==> config.mk <==
export PLATFORM = sky130hd
export DESIGN_NAME = clk_gate_ctrl_flat
export DESIGN_NICKNAME = d
export VERILOG_FILES = /design/src/rtl/clk_gate_pkg.sv /design/src/rtl/clk_gate_ctrl_if.sv /design/src/rtl/clk_gate_chan.sv /design/src/rtl/clk_gate_ctrl.sv /design/src/flat_wrapper.sv
export SDC_FILE = /design/constraint.sdc
export NUM_CORES = 1
export LEC_CHECK = 0
export ABC_AREA = 1
export CAP_MARGIN = 20
export CORE_MARGIN = 3
export CORE_UTILIZATION = 57
export CTS_CLUSTER_SIZE = 8
export DETAILED_ROUTE_END_ITERATION = 12
export PLACE_DENSITY_LB_ADDON = 0.12
export SETUP_SLACK_MARGIN = 0.2
export SLEW_MARGIN = 20
export SYNTH_ARGS = -nofsm -noshare
export SYNTH_HDL_FRONTEND = slang
export SYNTH_SLANG_ARGS = --single-unit
export TNS_END_PERCENT = 20
==> constraint.sdc <==
create_clock -name clk_in -period 1.3 [get_ports clk_in]
set_input_delay 0.26 -clock clk_in [delete_from_list [all_inputs] [get_ports clk_in]]
set_output_delay 0.26 -clock clk_in [all_outputs]
set_load 0.1 [all_outputs]
==> src/rtl/clk_gate_pkg.sv <==
// Shared types and elaboration helpers for the per-channel clock-gate sequencer.
// Holds the channel state encoding and the minimum counter-width calculation.
package clk_gate_pkg;

    typedef enum logic [1:0] {
        OFF  = 2'd0,
        WAKE = 2'd1,
        ON   = 2'd2,
        IDLE = 2'd3
    } chan_state_t;

    // Smallest width able to hold the largest counter load, max(WAKE, IDLE) - 1.
    function automatic int min_cnt_w(input int wake_cycles, input int idle_cycles);
        int max_load;
        int w;
        max_load = ((wake_cycles > idle_cycles) ? wake_cycles : idle_cycles) - 1;
        w = 1;
        while ((1 << w) <= max_load) begin
            w++;
        end
        return w;
    endfunction

endpackage

==> src/rtl/clk_gate_ctrl_if.sv <==
// Request/grant bundle between the gated consumers and the clock-gate sequencer.
// master = consumer side raising requests, slave = the sequencer.
interface clk_gate_ctrl_if #(
    parameter int NUM_CH = 4
);

    logic [NUM_CH-1:0] req;
    logic              force_on;
    logic [NUM_CH-1:0] gate_en;
    logic [NUM_CH-1:0] ack;
    logic              busy;

    modport master (
        output req,
        output force_on,
        input  gate_en,
        input  ack,
        input  busy
    );

    modport slave (
        input  req,
        input  force_on,
        output gate_en,
        output ack,
        output busy
    );

endinterface

==> src/rtl/clk_gate_chan.sv <==
// Single-channel clock-gate FSM: OFF -> WAKE (settle) -> ON -> IDLE (hysteresis) -> OFF.
// Enable and ack are decoded from the next state so they are registered Moore outputs.
module clk_gate_chan
    import clk_gate_pkg::*;
#(
    parameter int WAKE_CYCLES = 2,
    parameter int IDLE_CYCLES = 8,
    parameter int CNT_W       = 4
) (
    input  logic clk_in,
    input  logic rst,
    input  logic req,
    output logic en,
    output logic ack
);

    localparam logic [CNT_W-1:0] WAKE_LOAD = CNT_W'(WAKE_CYCLES - 1);
    localparam logic [CNT_W-1:0] IDLE_LOAD = CNT_W'(IDLE_CYCLES - 1);
    localparam logic [CNT_W-1:0] CNT_ONE   = CNT_W'(1);

    chan_state_t      state_q;
    chan_state_t      state_d;
    logic [CNT_W-1:0] cnt_q;
    logic [CNT_W-1:0] cnt_d;
    logic             en_q;
    logic             en_d;
    logic             ack_q;
    logic             ack_d;

    always_ff @(posedge clk_in or posedge rst) begin
        if (rst) begin
            state_q <= OFF;
            cnt_q   <= '0;
            en_q    <= 1'b0;
            ack_q   <= 1'b0;
        end else begin
            state_q <= state_d;
            cnt_q   <= cnt_d;
            en_q    <= en_d;
            ack_q   <= ack_d;
        end
    end

    // Counter is loaded only on state entry and decremented only while nonzero.
    always_comb begin
        state_d = state_q;
        cnt_d   = cnt_q;
        case (state_q)
            OFF: begin
                if (req) begin
                    state_d = WAKE;
                    cnt_d   = WAKE_LOAD;
                end
            end
            WAKE: begin
                // The settle window always runs to completion, whatever req does.
                if (cnt_q != '0) begin
                    cnt_d = cnt_q - CNT_ONE;
                end else begin
                    state_d = ON;
                end
            end
            ON: begin
                if (!req) begin
                    state_d = IDLE;
                    cnt_d   = IDLE_LOAD;
                end
            end
            IDLE: begin
                // A request wins over expiry: the clock is still running, so no re-wake.
                if (req) begin
                    state_d = ON;
                end else if (cnt_q != '0) begin
                    cnt_d = cnt_q - CNT_ONE;
                end else begin
                    state_d = OFF;
                end
            end
            default: begin
                state_d = OFF;
                cnt_d   = '0;
            end
        endcase
    end

    always_comb begin
        en_d  = (state_d != OFF);
        ack_d = (state_d == ON);
    end

    assign en  = en_q;
    assign ack = ack_q;

endmodule

==> src/rtl/clk_gate_ctrl.sv <==
// Clock-gate sequencer for one gated region: NUM_CH independent channel FSMs,
// a registered global force-on override and the region busy indication.
module clk_gate_ctrl
    import clk_gate_pkg::*;
#(
    parameter int NUM_CH      = 4,
    parameter int WAKE_CYCLES = 2,
    parameter int IDLE_CYCLES = 8,
    parameter int CNT_W       = 4
) (
    input logic           clk_in,
    input logic           rst,
    clk_gate_ctrl_if.slave bus
);

    if (NUM_CH < 1 || NUM_CH > 16) begin : g_chk_num_ch
        $error("clk_gate_ctrl: NUM_CH must be in 1..16");
    end
    if (WAKE_CYCLES < 1) begin : g_chk_wake
        $error("clk_gate_ctrl: WAKE_CYCLES must be >= 1");
    end
    if (IDLE_CYCLES < 1) begin : g_chk_idle
        $error("clk_gate_ctrl: IDLE_CYCLES must be >= 1");
    end
    if (CNT_W < min_cnt_w(WAKE_CYCLES, IDLE_CYCLES)) begin : g_chk_cnt_w
        $error("clk_gate_ctrl: CNT_W too narrow for WAKE_CYCLES/IDLE_CYCLES");
    end

    logic [NUM_CH-1:0] en_vec;
    logic [NUM_CH-1:0] ack_vec;
    logic              force_q;
    logic              force_d;
    logic [NUM_CH-1:0] gate_en;

    for (genvar i = 0; i < NUM_CH; i++) begin : g_chan
        clk_gate_chan #(
            .WAKE_CYCLES (WAKE_CYCLES),
            .IDLE_CYCLES (IDLE_CYCLES),
            .CNT_W       (CNT_W)
        ) u_chan (
            .clk_in (clk_in),
            .rst    (rst),
            .req    (bus.req[i]),
            .en     (en_vec[i]),
            .ack    (ack_vec[i])
        );
    end

    // Registering force_on separately and ORing after the channel flops equals
    // registering (decoded enable | force_on); the FSMs never see the override.
    always_comb begin
        force_d = bus.force_on;
    end

    always_ff @(posedge clk_in or posedge rst) begin
        if (rst) begin
            force_q <= 1'b0;
        end else begin
            force_q <= force_d;
        end
    end

    assign gate_en     = en_vec | {NUM_CH{force_q}};
    assign bus.gate_en = gate_en;
    assign bus.ack     = ack_vec;
    assign bus.busy    = |gate_en;

endmodule
==> src/flat_wrapper.sv <==
// flat-port wrapper written by rule: the top's interface ports become plain ports
module clk_gate_ctrl_flat import clk_gate_pkg::*;
#(
    parameter int NUM_CH      = 4,
    parameter int WAKE_CYCLES = 2,
    parameter int IDLE_CYCLES = 8,
    parameter int CNT_W       = 4
)
  (clk_in, rst, bus_req, bus_force_on, bus_gate_en, bus_ack, bus_busy);
  clk_gate_ctrl_if #(.NUM_CH(NUM_CH)) bus_i ();
  input logic clk_in;
  input logic rst;
  input wire logic [$bits(bus_i.req)-1:0] bus_req;
  input wire logic [$bits(bus_i.force_on)-1:0] bus_force_on;
  output wire logic [$bits(bus_i.gate_en)-1:0] bus_gate_en;
  output wire logic [$bits(bus_i.ack)-1:0] bus_ack;
  output wire logic [$bits(bus_i.busy)-1:0] bus_busy;
  assign bus_i.req = bus_req;
  assign bus_i.force_on = bus_force_on;
  assign bus_gate_en = bus_i.gate_en;
  assign bus_ack = bus_i.ack;
  assign bus_busy = bus_i.busy;
  clk_gate_ctrl #(.NUM_CH(NUM_CH), .WAKE_CYCLES(WAKE_CYCLES), .IDLE_CYCLES(IDLE_CYCLES), .CNT_W(CNT_W)) u_core (.clk_in(clk_in), .rst(rst), .bus(bus_i));
endmodule
# Word-level counts from Yosys, hierarchy flattened
# Index checks and enable logic that the tools add are counted.
# word_totals
mem_bits_ro	0
output_inout_bits	9
word_cells	111
mem_bits_rw	0
memories	0
latch_bits	0
regBits	33
# op_classes
n_bitwise	1
n_shift	0
n_eq_ne	28
reduce_logical	17
n_div	0
multipliers	0
n_lt_le_gt_ge	0
n_mux	44
n_addsub	4
# op_table
operator	count
$mux 4	16
$pmux 4 s4	4
$mux 2	20
$pmux 2 s4	4
$eq 2x2->1 const B	12
$ne 2x2->1 const B	12
$reduce_bool 4->1	4
$sub 4x1->4 const B	4
$reduce_and 3->1	4
$eq 2x1->1 const B	4
$logic_not 2->1	4
$reduce_bool 2->1	4
$or 4x4->4	1
$reduce_or 4->1	1

# Longest topological paths before layout
# Gate-level depths: netlist of the first run.
# depth
ltp_word	5
ltp_mapped	9
mapped_depth_nobuf	9

# Cells and area by module
# A second synthesis of the first run with hierarchy kept.
# hier_totals
cells_unflattened	218
hier_area_um2	1764.2
# by_module_without_submodules
mod	instances	cells_per_inst	seq_area_each_um2	area_each_um2
clk_gate_chan	4	52	200.2	424.2
clk_gate_ctrl	1	10	25.0	67.6

# Least setup slack after synthesis of the first run
# OpenSTA, ideal clock, no wires.
# synth_path
path_type	register -> output
start	register u_core.force_q
end	output bus_busy
path_stages_with_launch	3
arrival_ns	1.410
path_buffers	0
slack_ns	-0.370
cell_sequence	dfrtp_1 > nor2_1 > nand4_1
# synth_between
elab_chain_len	2
# synth_lines
item	line	source
start, declared	clk_gate_ctrl.sv:31	logic force_q;
start signal, assigned	clk_gate_ctrl.sv:59	force_q <= force_d;
$or 4x4->4	clk_gate_ctrl.sv:63	assign gate_en = en_vec | {NUM_CH{force_q}};
$reduce_or 4->1	clk_gate_ctrl.sv:66	assign bus.busy = |gate_en;
end, declared	flat_wrapper.sv:17	output wire logic [$bits(bus_i.busy)-1:0] bus_busy;
# Every way passes these cells.

# Final worst setup path of the first run
# Ends and elaborated chain as after synthesis.

==> metrics.txt, run 1 <==
Cell variety after synth 21; Post-synth EDFFs 0; Boundary Pins 16; Syn Area/Cell 8.02 µm²; initial core utilization 61.0%; pre-CTS setup slack -0.0716 ns; Congestion Overflow GR 0; CTS tree yes; vias per cell 4.90; DR iter-0 viols 97; Final Max Tran Viols 0; drt drc 0; Setup Skew 0.00272 ns; drt first pass iters 4; Hold Violations, Final 0; VDD IR-drop max 0.00228 V; max_slew headroom 77.6%; MaxCap Viol Count 0; total CTS buffers 5; Nets 277; Setup WS post-layout -0.220 ns; vias in the first global route 1488; Post-DP HPWL 2490 µm; clock sinks 33; die height 63.9 µm; finished layout cell area 2490 µm²; Worst Setup Path Type register to output pin; pwr dens 2820 nW/µm²; synth-to-layout area growth 30.8%; part of the Yosys area used for sequential elements 43.3%; core area 3130 µm²; Root Driver clkbuf_4; placer congestion estimate 0.805; f_max 658 MHz; period utilization 117%; total number of yosys warnings 0; violated checks negative setup slack; Cell Area, Synth 1910 µm²; # setup viols final 5; Hold WC Path Type primary input to async pin; fin crit period 1.52 ns; Slew @ Worst Pin 0.335 ns; Async SR Flop Fraction 100%; initial antenna violation count 0; first-pass GRT wire length 6360 µm; clk_lat worst skew 0.32 ns; placed cell areas 2240 µm²; Worst setup SP type register; pin count of the biggest net entering global routing 34; Syn Nets 249; wire per inst 11.6 µm; flops & latches, synth 33; outcome complete, but fails checks; remaining antenna violation count 0; share of the synthesized area in the top cell type 43.3%; vias 1518; # rows 20; largest area contributor in the netlist dfrtp_1; ys flop type dfrtp_1; RSZ-0062 raised after global routing true; overall power 7.04 mW; Worst setup EP type output pin; Clock Tree Buf Depth 2; Global Route Usage Sum 20.2%; die area 4080 µm²; # port buffers 15; Arr. time, crit path 1.26 ns; Synth area leaders dfrtp_1 (43%), nand2_1 (17%), inv_1 (7.3%), nand2_2 (3.9%), nand3_4 (3.7%); Max FO, Critical Path 3; Worst EP required 1.04 ns; ANT cells 0; gate count of the mapped netlist 238; share of cells above drive strength 1 40.6%; total leakage power 1.25 nW; fillers 197; CTS clk-pin slew, worst paths 0.09 ns; CTS H-tree depth 2; Routed WL 3590 µm; die span in x 63.9 µm
registers in the layout (all words and copies together), names as in the netlist:
| name | count |
|---|---|
| u_core.g_chan.u_chan.state_q | 8 |
| u_core.force_q | 1 |
| u_core.g_chan.u_chan.ack | 4 |
| u_core.g_chan.u_chan.cnt_q | 16 |
| u_core.g_chan.u_chan.en | 4 |
power breakdown:
| part | leakage (nW) | switching, mW | internal, mW | total [mW] |
|---|---|---|---|---|
| Clock | 0.0314 | 0.301 | 0.255 | 0.556 |
| Sequential | 0.384 | 0.453 | 1.50 | 1.96 |
| Combinational | 0.834 | 2.81 | 1.72 | 4.53 |
placed cells by master, fill, tap and decap left out:
cell             Yosys  routed
nand3_1              8       6
clkbuf_1             0       1
o21ai_4              0       2
clkbuf_4             0       5
nor2_4               4       8
o21ai_2              6       6
inv_8                0       1
nor2_2               4       2
ha_4                 0       4
nand4_1              5       5
nand2_1             88      74
nand3_2              4       4
nand2_4              4       7
inv_1               37      25
o211ai_1             2       2
inv_2                7      19
clkbuf_8             0       1
o21ai_0              2       2
nand2_2             12      23
nor2_1               4       2
nand3_4              4       6
a21boi_1             0       2
buf_4                4       8
buf_12               0      10
dfrtp_1             33      33
inv_6                2       1
clkdlybuf4s50_1      0       6
buf_6                0       1
repair_timing:
action,4_1_cts,5_1_grt
gates resized for setup,33,20
hold buffers,0,0
setup endpoints to repair,41,38
pin swaps,47,46
buffers inserted,3,1
logic make-up after synthesis:
logic type               synth area share, %
AO/OA/AOI/OAI                           5.38
buffers and inverters                   11.1
AND/OR/NAND/NOR                         37.6
flip-flops                              43.3
adder cells (fa/ha/maj)                 2.62
layout make-up:
type	count	area [µm²]	area share (%)
multi-input combinational	155	1040	41.8
timing repair buffer	25	332	13.3
sequential	33	826	33.1
tap	44	55.1	2.21
inverter	46	185	7.42
clock buffer	7	55.1	2.21
worst paths after layout:
kind	from	to	slack (ns)	depth (start not counted)
min	rst	u_core.g_chan[2].u_chan.ack	0.29	3
max reg2reg	u_core.g_chan[3].u_chan.cnt_q[1]	u_core.g_chan[3].u_chan.en	0.08	5
min reg2reg	u_core.g_chan[0].u_chan.cnt_q[1]	u_core.g_chan[0].u_chan.cnt_q[1]	0.49	2
min in group clk_in	bus_force_on	u_core.force_q	0.41	1
max	u_core.force_q	bus_busy	-0.22	3
max in group asynchronous	rst	u_core.g_chan[2].u_chan.en	0.85	3
metal layers:
| metal | vias to the layer above | track usage, % | part of all wire (%) |
|---|---|---|---|
| met5 | - | 0 | 0 |
| met4 | 0 | 7.55 | 2.0 |
| met3 | 10 | 6.33 | 3.6 |
| met2 | 24 | 33.9 | 49 |
| met1 | 708 | 24.2 | 45 |
| li1 | 776 | - | - |
critical path: stages, from the launching register on:
cell     delay (ns)
dfrtp_1        0.44
nor2_2         0.13
nand4_1        0.16
buf_12         0.21
through the flow:
stage | TNS, ns | utilization (%) | hold WS [ns] | cells
after floorplan | -0.361 | - | 0.291 | 238
after global placement | -0.189 | 71.5 | 0.458 | 299
after detailed placement | -0.421 | 71.5 | 0.460 | 299
after CTS | -0.568 | 78.0 | 0.281 | 309
after global routing | -1.11 | 79.8 | 0.292 | 310
final | -0.794 | 79.8 | 0.285 | 310
cell usage after synthesis (5+ instances only):
| library cell | instances |
|---|---|
| inv_2 | 7 |
| nand2_1 | 88 |
| nand3_1 | 8 |
| o21ai_2 | 6 |
| inv_1 | 37 |
| nand4_1 | 5 |
| dfrtp_1 | 33 |
| nand2_2 | 12 |
No activity file was read; power rests on OpenSTA's default activity.
==> run 2: changes to the inputs <==
- GPL_ROUTABILITY_DRIVEN: default -> 0
==> results of run 2 <==
Final layout, timing and power as in run 1 (identical DEF).
